## config.mk

```make
export PLATFORM = sky130hd
export DESIGN_NAME = error_report_parser_flat
export DESIGN_NICKNAME = d
export VERILOG_FILES = /design/src/rtl/error_report_parser_if.sv /design/src/rtl/error_report_parser.sv /design/src/flat_wrapper.sv
export SDC_FILE = /design/constraint.sdc
export NUM_CORES = 1
export LEC_CHECK = 0
export CORE_ASPECT_RATIO = 0.6
export CORE_MARGIN = 2
export CORE_UTILIZATION = 60
export CTS_CLUSTER_SIZE = 8
export DETAILED_ROUTE_END_ITERATION = 16
export DONT_BUFFER_PORTS = 1
export PLACE_DENSITY = 0.76
export SETUP_SLACK_MARGIN = 0.05
export SYNTH_ARGS = -nofsm -noshare
export SYNTH_HDL_FRONTEND = slang
export SYNTH_SLANG_ARGS = --single-unit
```

## constraint.sdc

```tcl
create_clock -name clk -period 2.5 [get_ports clk]
set_input_delay 0.375 -clock clk [delete_from_list [all_inputs] [get_ports clk]]
set_output_delay 0.375 -clock clk [all_outputs]
set_load 0.005 [all_outputs]
```

## src/rtl/error_report_parser_if.sv

```systemverilog
// Byte-in / record-out bundle for the UART error-report parser.
// The master side feeds bytes and accepts records; the slave side is the parser.
interface error_report_parser_if #(
  parameter int ADDR_WIDTH = 10,
  parameter int DATA_WIDTH = 1
);
  logic [7:0]            rx_data;
  logic                  rx_valid;
  logic                  rx_ready;
  logic                  report_valid;
  logic                  report_ready;
  logic                  report_kind;
  logic [7:0]            error_state;
  logic [ADDR_WIDTH-1:0] error_address;
  logic [DATA_WIDTH-1:0] expected_data;
  logic [DATA_WIDTH-1:0] actual_data;
  logic [23:0]           loop_info;
  logic                  frame_error;
  logic [7:0]            drop_count;

  modport master (
    output rx_data, rx_valid, report_ready,
    input  rx_ready, report_valid, report_kind, error_state, error_address,
           expected_data, actual_data, loop_info, frame_error, drop_count
  );

  modport slave (
    input  rx_data, rx_valid, report_ready,
    output rx_ready, report_valid, report_kind, error_state, error_address,
           expected_data, actual_data, loop_info, frame_error, drop_count
  );
endinterface

```

## src/rtl/error_report_parser.sv

```systemverilog
// Parses 'L' (loop-complete) and 'E' (error) frames from a UART byte stream
// and presents each well-formed frame as one record on a valid/ready port.
module error_report_parser #(
  parameter int ADDR_WIDTH = 10,
  parameter int DATA_WIDTH = 1
) (
  input  logic                 clk,
  input  logic                 rst_n,
  error_report_parser_if.slave bus
);

  localparam int AB = (ADDR_WIDTH + 7) / 8;
  localparam int DB = (DATA_WIDTH + 7) / 8;
  localparam logic [7:0] AB_LAST = 8'(AB - 1);
  localparam logic [7:0] DB_LAST = 8'(DB - 1);

  typedef enum logic [3:0] {
    S_IDLE, S_L_PAY, S_E_STATE, S_E_ADDR, S_E_EXP, S_E_ACT, S_CR, S_LF, S_OUT
  } state_t;

  state_t                state_q, state_d;
  logic [7:0]            cnt_q, cnt_d;
  logic                  rx_ready_q, rx_ready_d;
  logic                  report_valid_q, report_valid_d;
  logic                  frame_error_q, frame_error_d;
  logic [7:0]            drop_q, drop_d;
  logic                  kind_q, kind_d;
  logic [7:0]            err_state_q, err_state_d;
  logic [ADDR_WIDTH-1:0] addr_q, addr_d;
  logic [DATA_WIDTH-1:0] exp_q, exp_d;
  logic [DATA_WIDTH-1:0] act_q, act_d;
  logic [23:0]           loop_q, loop_d;
  logic                  rx_fire_s;
  logic                  rep_fire_s;

  assign rx_fire_s  = bus.rx_valid & rx_ready_q;
  assign rep_fire_s = report_valid_q & bus.report_ready;

  // Next-state, byte-field capture and status computation.
  always_comb begin
    state_d       = state_q;
    cnt_d         = cnt_q;
    frame_error_d = 1'b0;
    drop_d        = drop_q;
    kind_d        = kind_q;
    err_state_d   = err_state_q;
    addr_d        = addr_q;
    exp_d         = exp_q;
    act_d         = act_q;
    loop_d        = loop_q;

    case (state_q)
      S_IDLE: begin
        if (rx_fire_s) begin
          if (bus.rx_data == 8'h4C) begin
            state_d = S_L_PAY;
            kind_d  = 1'b0;
          end else if (bus.rx_data == 8'h45) begin
            state_d = S_E_STATE;
            kind_d  = 1'b1;
          end else if (drop_q != 8'hFF) begin
            drop_d = drop_q + 8'd1;
          end else begin
            drop_d = drop_q;
          end
        end else begin
          state_d = S_IDLE;
        end
      end
      S_L_PAY: begin
        if (rx_fire_s) begin
          for (int i = 0; i < 24; i++) begin
            if ((i / 8) == int'(cnt_q)) loop_d[i] = bus.rx_data[i % 8];
            else                        loop_d[i] = loop_q[i];
          end
          if (cnt_q == 8'd2) state_d = S_CR;
          else               state_d = S_L_PAY;
        end else begin
          state_d = S_L_PAY;
        end
      end
      S_E_STATE: begin
        if (rx_fire_s) begin
          err_state_d = bus.rx_data;
          state_d     = S_E_ADDR;
        end else begin
          state_d = S_E_STATE;
        end
      end
      S_E_ADDR: begin
        if (rx_fire_s) begin
          // Bits beyond ADDR_WIDTH in the top byte simply have no destination.
          for (int i = 0; i < ADDR_WIDTH; i++) begin
            if ((i / 8) == int'(cnt_q)) addr_d[i] = bus.rx_data[i % 8];
            else                        addr_d[i] = addr_q[i];
          end
          if (cnt_q == AB_LAST) state_d = S_E_EXP;
          else                  state_d = S_E_ADDR;
        end else begin
          state_d = S_E_ADDR;
        end
      end
      S_E_EXP: begin
        if (rx_fire_s) begin
          for (int i = 0; i < DATA_WIDTH; i++) begin
            if ((i / 8) == int'(cnt_q)) exp_d[i] = bus.rx_data[i % 8];
            else                        exp_d[i] = exp_q[i];
          end
          if (cnt_q == DB_LAST) state_d = S_E_ACT;
          else                  state_d = S_E_EXP;
        end else begin
          state_d = S_E_EXP;
        end
      end
      S_E_ACT: begin
        if (rx_fire_s) begin
          for (int i = 0; i < DATA_WIDTH; i++) begin
            if ((i / 8) == int'(cnt_q)) act_d[i] = bus.rx_data[i % 8];
            else                        act_d[i] = act_q[i];
          end
          if (cnt_q == DB_LAST) state_d = S_CR;
          else                  state_d = S_E_ACT;
        end else begin
          state_d = S_E_ACT;
        end
      end
      S_CR: begin
        if (rx_fire_s) begin
          if (bus.rx_data == 8'h0D) begin
            state_d = S_LF;
          end else begin
            frame_error_d = 1'b1;
            state_d       = S_IDLE;
          end
        end else begin
          state_d = S_CR;
        end
      end
      S_LF: begin
        if (rx_fire_s) begin
          if (bus.rx_data == 8'h0A) begin
            state_d = S_OUT;
          end else begin
            frame_error_d = 1'b1;
            state_d       = S_IDLE;
          end
        end else begin
          state_d = S_LF;
        end
      end
      S_OUT: begin
        if (rep_fire_s) state_d = S_IDLE;
        else            state_d = S_OUT;
      end
      default: begin
        state_d = S_IDLE;
      end
    endcase

    // Byte counter restarts on every state entry and only advances in byte-field states.
    if (state_d != state_q) begin
      cnt_d = 8'd0;
    end else if (rx_fire_s && (state_q != S_IDLE)) begin
      cnt_d = cnt_q + 8'd1;
    end else begin
      cnt_d = cnt_q;
    end

    rx_ready_d     = (state_d != S_OUT);
    report_valid_d = (state_d == S_OUT);
  end

  // State, handshake and record registers.
  always_ff @(posedge clk or negedge rst_n) begin
    if (!rst_n) begin
      state_q        <= S_IDLE;
      cnt_q          <= 8'd0;
      rx_ready_q     <= 1'b1;
      report_valid_q <= 1'b0;
      frame_error_q  <= 1'b0;
      drop_q         <= 8'd0;
      kind_q         <= 1'b0;
      err_state_q    <= 8'd0;
      addr_q         <= '0;
      exp_q          <= '0;
      act_q          <= '0;
      loop_q         <= 24'd0;
    end else begin
      state_q        <= state_d;
      cnt_q          <= cnt_d;
      rx_ready_q     <= rx_ready_d;
      report_valid_q <= report_valid_d;
      frame_error_q  <= frame_error_d;
      drop_q         <= drop_d;
      kind_q         <= kind_d;
      err_state_q    <= err_state_d;
      addr_q         <= addr_d;
      exp_q          <= exp_d;
      act_q          <= act_d;
      loop_q         <= loop_d;
    end
  end

  assign bus.rx_ready      = rx_ready_q;
  assign bus.report_valid  = report_valid_q;
  assign bus.report_kind   = kind_q;
  assign bus.error_state   = err_state_q;
  assign bus.error_address = addr_q;
  assign bus.expected_data = exp_q;
  assign bus.actual_data   = act_q;
  assign bus.loop_info     = loop_q;
  assign bus.frame_error   = frame_error_q;
  assign bus.drop_count    = drop_q;

endmodule

```

## src/flat_wrapper.sv

```systemverilog
// flat-port wrapper written by rule: the top's interface ports become plain ports
module error_report_parser_flat 
#(
  parameter int ADDR_WIDTH = 10,
  parameter int DATA_WIDTH = 1
)
  (clk, rst_n, bus_rx_data, bus_rx_valid, bus_report_ready, bus_rx_ready, bus_report_valid, bus_report_kind, bus_error_state, bus_error_address, bus_expected_data, bus_actual_data, bus_loop_info, bus_frame_error, bus_drop_count);
  error_report_parser_if #(.ADDR_WIDTH(ADDR_WIDTH), .DATA_WIDTH(DATA_WIDTH)) bus_i ();
  input  logic clk;
  input  logic rst_n;
  input wire logic [$bits(bus_i.rx_data)-1:0] bus_rx_data;
  input wire logic [$bits(bus_i.rx_valid)-1:0] bus_rx_valid;
  input wire logic [$bits(bus_i.report_ready)-1:0] bus_report_ready;
  output wire logic [$bits(bus_i.rx_ready)-1:0] bus_rx_ready;
  output wire logic [$bits(bus_i.report_valid)-1:0] bus_report_valid;
  output wire logic [$bits(bus_i.report_kind)-1:0] bus_report_kind;
  output wire logic [$bits(bus_i.error_state)-1:0] bus_error_state;
  output wire logic [$bits(bus_i.error_address)-1:0] bus_error_address;
  output wire logic [$bits(bus_i.expected_data)-1:0] bus_expected_data;
  output wire logic [$bits(bus_i.actual_data)-1:0] bus_actual_data;
  output wire logic [$bits(bus_i.loop_info)-1:0] bus_loop_info;
  output wire logic [$bits(bus_i.frame_error)-1:0] bus_frame_error;
  output wire logic [$bits(bus_i.drop_count)-1:0] bus_drop_count;
  assign bus_i.rx_data = bus_rx_data;
  assign bus_i.rx_valid = bus_rx_valid;
  assign bus_i.report_ready = bus_report_ready;
  assign bus_rx_ready = bus_i.rx_ready;
  assign bus_report_valid = bus_i.report_valid;
  assign bus_report_kind = bus_i.report_kind;
  assign bus_error_state = bus_i.error_state;
  assign bus_error_address = bus_i.error_address;
  assign bus_expected_data = bus_i.expected_data;
  assign bus_actual_data = bus_i.actual_data;
  assign bus_loop_info = bus_i.loop_info;
  assign bus_frame_error = bus_i.frame_error;
  assign bus_drop_count = bus_i.drop_count;
  error_report_parser #(.ADDR_WIDTH(ADDR_WIDTH), .DATA_WIDTH(DATA_WIDTH)) u_core (.clk(clk), .rst_n(rst_n), .bus(bus_i));
endmodule
```

==> results.sh, run 1 <==
export IMPL_synth_main_ff_cell="dfrtp_1"
export IMPL_antenna_found_initial=0
export IMPL_tightest_slew_ns=0.752
export IMPL_clock_skew_ns=0.0152
export IMPL_relSlewSlack=0.499
export IMPL_slowest_stage="dfrtp_1"
export IMPL_fin_crit_sh=0.881
export IMPL_drtAntennaViolNets=0
export IMPL_rsz0062_at_grt="no"
export IMPL_setup_viol=0
export IMPL_clock_fmax_mhz=454
export IMPL_p_leak_nw=1.51
export IMPL_start_util=0.625
export IMPL_fin_tns_setup_ns=0
export IMPL_arrival_ns=2.42
export IMPL_die_w_um=97.9
export IMPL_cp_max_fo=8
export IMPL_synth_edf_count=0
export IMPL_drt_iter0_markers=176
export IMPL_area_growth_pct=9.74
export IMPL_r2r_start="u_core.cnt_q[3]"
export IMPL_antennaDiodeCount=0
export IMPL_detail_route_vias_per_cell=6.30
export IMPL_overflow=0
export IMPL_cts_sinks=68
export IMPL_ir_drop_v=0.000585
export IMPL_grt_pass1_vias=2054
export IMPL_numCtsBuffers=9
export IMPL_crit_path_start_kind="register"
export IMPL_die_area_um2=5910
export IMPL_crit_chain="nor4_4 -> nand3_1 -> nor4_4 -> nand2_2 -> mux2_2"
export IMPL_status="complete, no violations"
export IMPL_hp_start="bus_rx_data[1]"
export IMPL_powerDensity_nw_per_um2=1110
export IMPL_dpl_worst_slack_ns=0.314
export IMPL_final_nets=287
export IMPL_htree_levels=3
export IMPL_holdWs_ns=0.170
export IMPL_avgSynthCellArea_um2=12.2
export IMPL_cp_common_cell="nor4_4"
export IMPL_worstHoldEndpoint="u_core.bus.loop_info[1]"
export IMPL_synth_cells=261
export IMPL_required_ns=2.72
export IMPL_globalplace_congestion=0.857
export IMPL_core_area_um2=5080
export IMPL_max_stage_delay_ns=0.47
export IMPL_synthArstFlopShare=1.00
export IMPL_vias=2148
export IMPL_tritoncts="built"
export IMPL_worstRegToRegCells=5
export IMPL_clk_pin_slew_ns=0.07
export IMPL_clock_path_buffers=2
export IMPL_whs_path_depth=1
export IMPL_io_pins=68
export IMPL_r2r_end="u_core.bus.loop_info[15]"
export IMPL_ff2ff_setup_slack_ns=0.30
export IMPL_yosysWarningCount=0
export IMPL_end_kind="register"
export IMPL_port_buffers=0
export IMPL_wl_um=6810
export IMPL_track_usage=0.245
export IMPL_fp_dieH_um=60.3
export IMPL_drive_above_1_share=0.273
export IMPL_row_count=20
export IMPL_finalMaxSlewViolations=0
export IMPL_place_hpwl_um=4780
export IMPL_synth_cell_type_count=50
export IMPL_dr_pass1_iters=5
export IMPL_post_route_min_period_ns=2.20
export IMPL_clk_latency_ns=0.35
export IMPL_yosys_register_bits=68
export IMPL_syn_num_nets=278
export IMPL_drv_cap=0
export IMPL_netlist_area_um2=3170
export IMPL_grt_pass1_wl_um=10800
export IMPL_drt_wirelength_per_cell_um=20.0
export IMPL_critPathKind="register to register"
export IMPL_cts_root_buf="clkbuf_8"
export IMPL_fin_ws_ns=0.298
export IMPL_hp_class="input port to register"
export IMPL_finalHoldViolCount=0
export IMPL_grt_start_max_net_pins=69
export IMPL_drcViolationCount=0
export IMPL_post_cts_buffers=0
export IMPL_synth_yosys_seq_area_share=0.537
-- worst max-delay path, delay by kind of cell (launching register included) --
kind          cells  cell delay [ns]
flops             1             0.47
simple gates      4             1.29
mux               1             0.32
-- metal layers --
| metal | global-route usage | vias up | share of wire |
|---|---|---|---|
| met5 | 0 | - | 0 |
| met4 | 0.0933 | 0 | 0.014 |
| met3 | 0.0968 | 13 | 0.086 |
| met2 | 0.332 | 97 | 0.41 |
| met1 | 0.357 | 1066 | 0.49 |
| li1 | - | 972 | - |
-- kinds of logic after synthesis --
group	after synthesis	synth area share
AO/OA/AOI/OAI	23	0.0513
buffers and inverters	15	0.0185
flip-flops	68	0.537
AND/OR/NAND/NOR	88	0.166
XOR/XNOR	15	0.0414
adder cells (fa/ha/maj)	5	0.0197
multiplexers	47	0.166
-- cells in the mapped netlist, types with 2 or more instances --
cell	count	area share
nand2_1	19	0.022
clkbuf_1	6	0.0071
nand2_2	3	0.0059
a31oi_1	3	0.0059
nor2b_1	3	0.0059
buf_2	2	0.0032
nor2_1	10	0.012
nand3_1	8	0.013
and4_1	2	0.0055
xor2_1	4	0.011
and3_1	4	0.0079
nor3_1	4	0.0063
nand4_1	9	0.018
nor4_1	11	0.022
nor3b_1	2	0.0047
o31ai_1	2	0.0047
nor4_4	2	0.013
o21ai_0	5	0.0079
dfrtp_1	67	0.53
inv_1	7	0.0083
xnor2_1	11	0.030
ha_1	5	0.020
mux2_2	45	0.16
-- sequential cells by signal (all words and copies together), names as in the netlist, 4 cells and up --
register / count
u_core.bus.loop_info: 24
u_core.bus.error_address: 10
u_core.bus.drop_count: 8
u_core.bus.error_state: 8
u_core.cnt_q: 8
u_core.state_q: 4
-- through the flow --
stage	cells	instance area, um2	power [mW]	util
after floorplan	261	3170	2.65	-
final	341	3480	3.87	0.685
after global routing	341	3480	4.07	0.685
after CTS	341	3480	3.88	0.685
after global placement	323	3250	2.92	0.640
after detailed placement	323	3250	2.96	0.640
-- layout make-up --
type                    count  area, um2
flip-flops and latches     68       1700
fillers                   373       1600
multi-input cells         178       1410
clock buffers              10        128
well taps                  66       82.6
repair buffers              6       67.6
clock inverters             6       63.8
inverters                   7       26.3
-- worst max path at each step --
stage	cells past startpoint	slack, ns	from	to
floorplan	6	0.50	u_core.bus.rx_ready	u_core.bus.loop_info[1]
global placement	5	0.42	u_core.cnt_q[3]	u_core.bus.loop_info[1]
detailed placement	5	0.31	u_core.cnt_q[3]	u_core.bus.loop_info[1]
CTS	5	0.31	u_core.cnt_q[3]	u_core.bus.loop_info[15]
global route	5	0.20	u_core.cnt_q[3]	u_core.bus.loop_info[15]
finish	5	0.30	u_core.cnt_q[3]	u_core.bus.loop_info[15]
-- timing repair --
action | in CTS | in global routing
endpoints found under the hold margin | 68 | 0
hold buffers | 2 | 0
resized for setup | 0 | 0
-- where the power goes --
group	internal [mW]	leakage (nW)	switching [mW]	total [mW]
combinational	0.552	0.555	0.521	1.07
sequential	1.51	0.862	0.392	1.91
clock	0.461	0.0927	0.425	0.885
total	2.53	1.51	1.34	3.87
-- cells in the final DEF, fill, tap and decap left out, drive strengths merged, types with 2 or more instances in the layout --
| cell | Yosys | final |
|---|---|---|
| and3 | 4 | 4 |
| nor3b | 2 | 2 |
| nor3 | 4 | 4 |
| o21ai | 5 | 5 |
| ha | 5 | 5 |
| nand4 | 9 | 9 |
| nor4 | 13 | 13 |
| and2 | 2 | 2 |
| inv | 7 | 8 |
| dfrtp | 67 | 67 |
| nand3b | 2 | 2 |
| mux2 | 46 | 46 |
| a31oi | 3 | 3 |
| or3 | 2 | 2 |
| clkbuf | 6 | 10 |
| nand2 | 22 | 22 |
| clkinv | 0 | 2 |
| xnor2 | 11 | 11 |
| clkinvlp | 0 | 2 |
| buf | 2 | 5 |
| xor2 | 4 | 4 |
| nor2 | 10 | 10 |
| nand3 | 8 | 8 |
| and4 | 2 | 2 |
| nor2b | 3 | 3 |
| o31ai | 2 | 2 |
Power figures use the tool's default switching activity.
==> run 2: changes to the inputs <==
- CORE_UTILIZATION: 60 -> 51
- DONT_BUFFER_PORTS: 1 -> not set
- PLACE_DENSITY: 0.76 -> 0.8
- SLEW_MARGIN: not set -> 15
==> results.sh, run 2 (synthesis gave the netlist of run 1 again) <==
export IMPL_status="complete, no violations"
export IMPL_netSwitchingFraction=0.316
export IMPL_fin_ws_ns=0.277
export IMPL_antenna_found_initial=0
export IMPL_crit_chain="nor4_4 -> nand3_1 -> nor4_4 -> nand2_2 -> mux2_1"
export IMPL_hp_class="input port to async pin"
export IMPL_switchingPower_mw=1.47
export IMPL_clk_pin_slew_ns=0.07
export IMPL_globalplace_congestion=0.880
export IMPL_antennaDiodeCount=0
export IMPL_drt_iter0_markers=133
export IMPL_worst_path_buf_inv=0
export IMPL_row_count=22
export IMPL_setup_viol=0
export IMPL_detail_route_vias_per_cell=5.56
export IMPL_r2r_start="u_core.cnt_q[3]"
export IMPL_finalPower_mw=4.66
export IMPL_rsz0062_at_grt="no"
export IMPL_arrival_ns=2.46
export IMPL_wl_um=7720
export IMPL_area_growth_pct=34.3
export IMPL_postLayoutCellArea_um2=4260
export IMPL_crit_path_start_kind="register"
export IMPL_drv_cap=0
export IMPL_drcViolationCount=0
export IMPL_slowest_stage="dfrtp_1"
export IMPL_vias=2436
export IMPL_r2r_end="u_core.bus.loop_info[1]"
export IMPL_critPathKind="register to register"
export IMPL_power_frac_clock=0.195
export IMPL_drt_wirelength_per_cell_um=17.6
export IMPL_relSlewSlack=0.543
export IMPL_fill_cells=449
export IMPL_powerDensity_nw_per_um2=1090
export IMPL_finalMaxSlewViolations=0
export IMPL_end_kind="register"
export IMPL_grt_start_max_net_pins=40
export IMPL_clock_fmax_mhz=450
export IMPL_cts_sinks=68
export IMPL_combPwrFrac=0.409
export IMPL_tritoncts="built"
export IMPL_io_pins=68
export IMPL_fin_crit_sh=0.889
export IMPL_dpl_cell_area_um2=4060
export IMPL_fin_tns_setup_ns=0
export IMPL_fin_cells=438
export IMPL_cp_common_cell="nor4_4"
export IMPL_port_buffers=67
export IMPL_htree_levels=3
export IMPL_ctsResizeCount=0
export IMPL_post_route_min_period_ns=2.22
export IMPL_path_delay_family="simple AND/OR/NAND/NOR gates"
export IMPL_p_int_mw=3.19
export IMPL_cp_max_fo=8
export IMPL_tightest_slew_ns=0.686
export IMPL_largest_register_ffs=24
export IMPL_cts_root_buf="clkbuf_8"
export IMPL_required_ns=2.73
export IMPL_final_nets=366
export IMPL_drtAntennaViolNets=0
export IMPL_drive_above_1_share=0.254
export IMPL_die_area_um2=6890
export IMPL_grt_pass1_wl_um=12900
export IMPL_p_leak_nw=1.82
export IMPL_core_area_um2=6060
export IMPL_place_inst=422
export IMPL_overflow=0
export IMPL_clk_latency_ns=0.35
export IMPL_finalHoldViolCount=0
export IMPL_post_cts_buffers=0
export IMPL_max_stage_delay_ns=0.47
export IMPL_layout_commonest_cell="dfrtp_1"
export IMPL_layout_common_cells="dfrtp_1 (67), clkdlybuf4s50_1 (66), mux2_2 (45)"
export IMPL_start_util=0.524
export IMPL_clock_path_buffers=2
export IMPL_track_usage=0.251
export IMPL_grt_pass1_vias=2492
export IMPL_fp_dieH_um=65.1
export IMPL_place_hpwl_um=5660
export IMPL_dr_pass1_iters=4
export IMPL_power_frac_seq=0.395
export IMPL_ir_drop_v=0.000618
export IMPL_numCtsBuffers=9
export IMPL_dpl_worst_slack_ns=0.0781
export IMPL_clock_skew_ns=0.00564
export IMPL_ff2ff_setup_slack_ns=0.28
export IMPL_worstRegToRegCells=5
export IMPL_hold_buffers=0
export IMPL_die_w_um=106
[run 2: power by group through the flow]
stage / sequential (mW) / clock [mW] / combinational (mW)
after floorplan: 1.79 / 0 / 0.862
after global placement: 1.83 / 0 / 1.86
after detailed placement: 1.85 / 0 / 1.90
after CTS: 1.84 / 0.922 / 1.92
after global routing: 1.90 / 0.976 / 2.07
final: 1.84 / 0.909 / 1.91
[run 2: worst max-delay path by stage]
stage                             start                       end  cells after the start
floorplan           u_core.bus.rx_ready   u_core.bus.loop_info[1]                      6
global placement         bus_rx_data[4]  u_core.bus.drop_count[6]                      6
detailed placement       bus_rx_data[4]  u_core.bus.drop_count[6]                      6
CTS                     u_core.cnt_q[3]   u_core.bus.loop_info[1]                      5
global route            u_core.cnt_q[3]   u_core.bus.loop_info[1]                      5
finish                  u_core.cnt_q[3]   u_core.bus.loop_info[1]                      5
[run 2: area by class of cell]
type / count / area, um2 / area share
Tap cell: 84 / 105 / 0.0247
Timing Repair Buffer: 85 / 813 / 0.191
Clock inverter: 6 / 63.8 / 0.0150
Sequential cell: 68 / 1700 / 0.400
Inverter: 7 / 26.3 / 0.00617
Multi-Input combinational cell: 178 / 1410 / 0.331
Clock buffer: 10 / 138 / 0.0323
[run 2: stage by stage]
step           hold WS, ns  utilization
3_5_place_dp         0.445        0.670
6_report            0.0579        0.704
3_3_place_gp         0.447        0.670
5_1_grt              0.110        0.704
4_1_cts             0.0669        0.704
2_1_floorplan       0.0794            -
[run 2: routing by layer]
metal	GRT usage	routed length (um)
met1	0.359	3660
met2	0.356	3190
met3	0.0883	739
met4	0.0855	131
met5	0	0
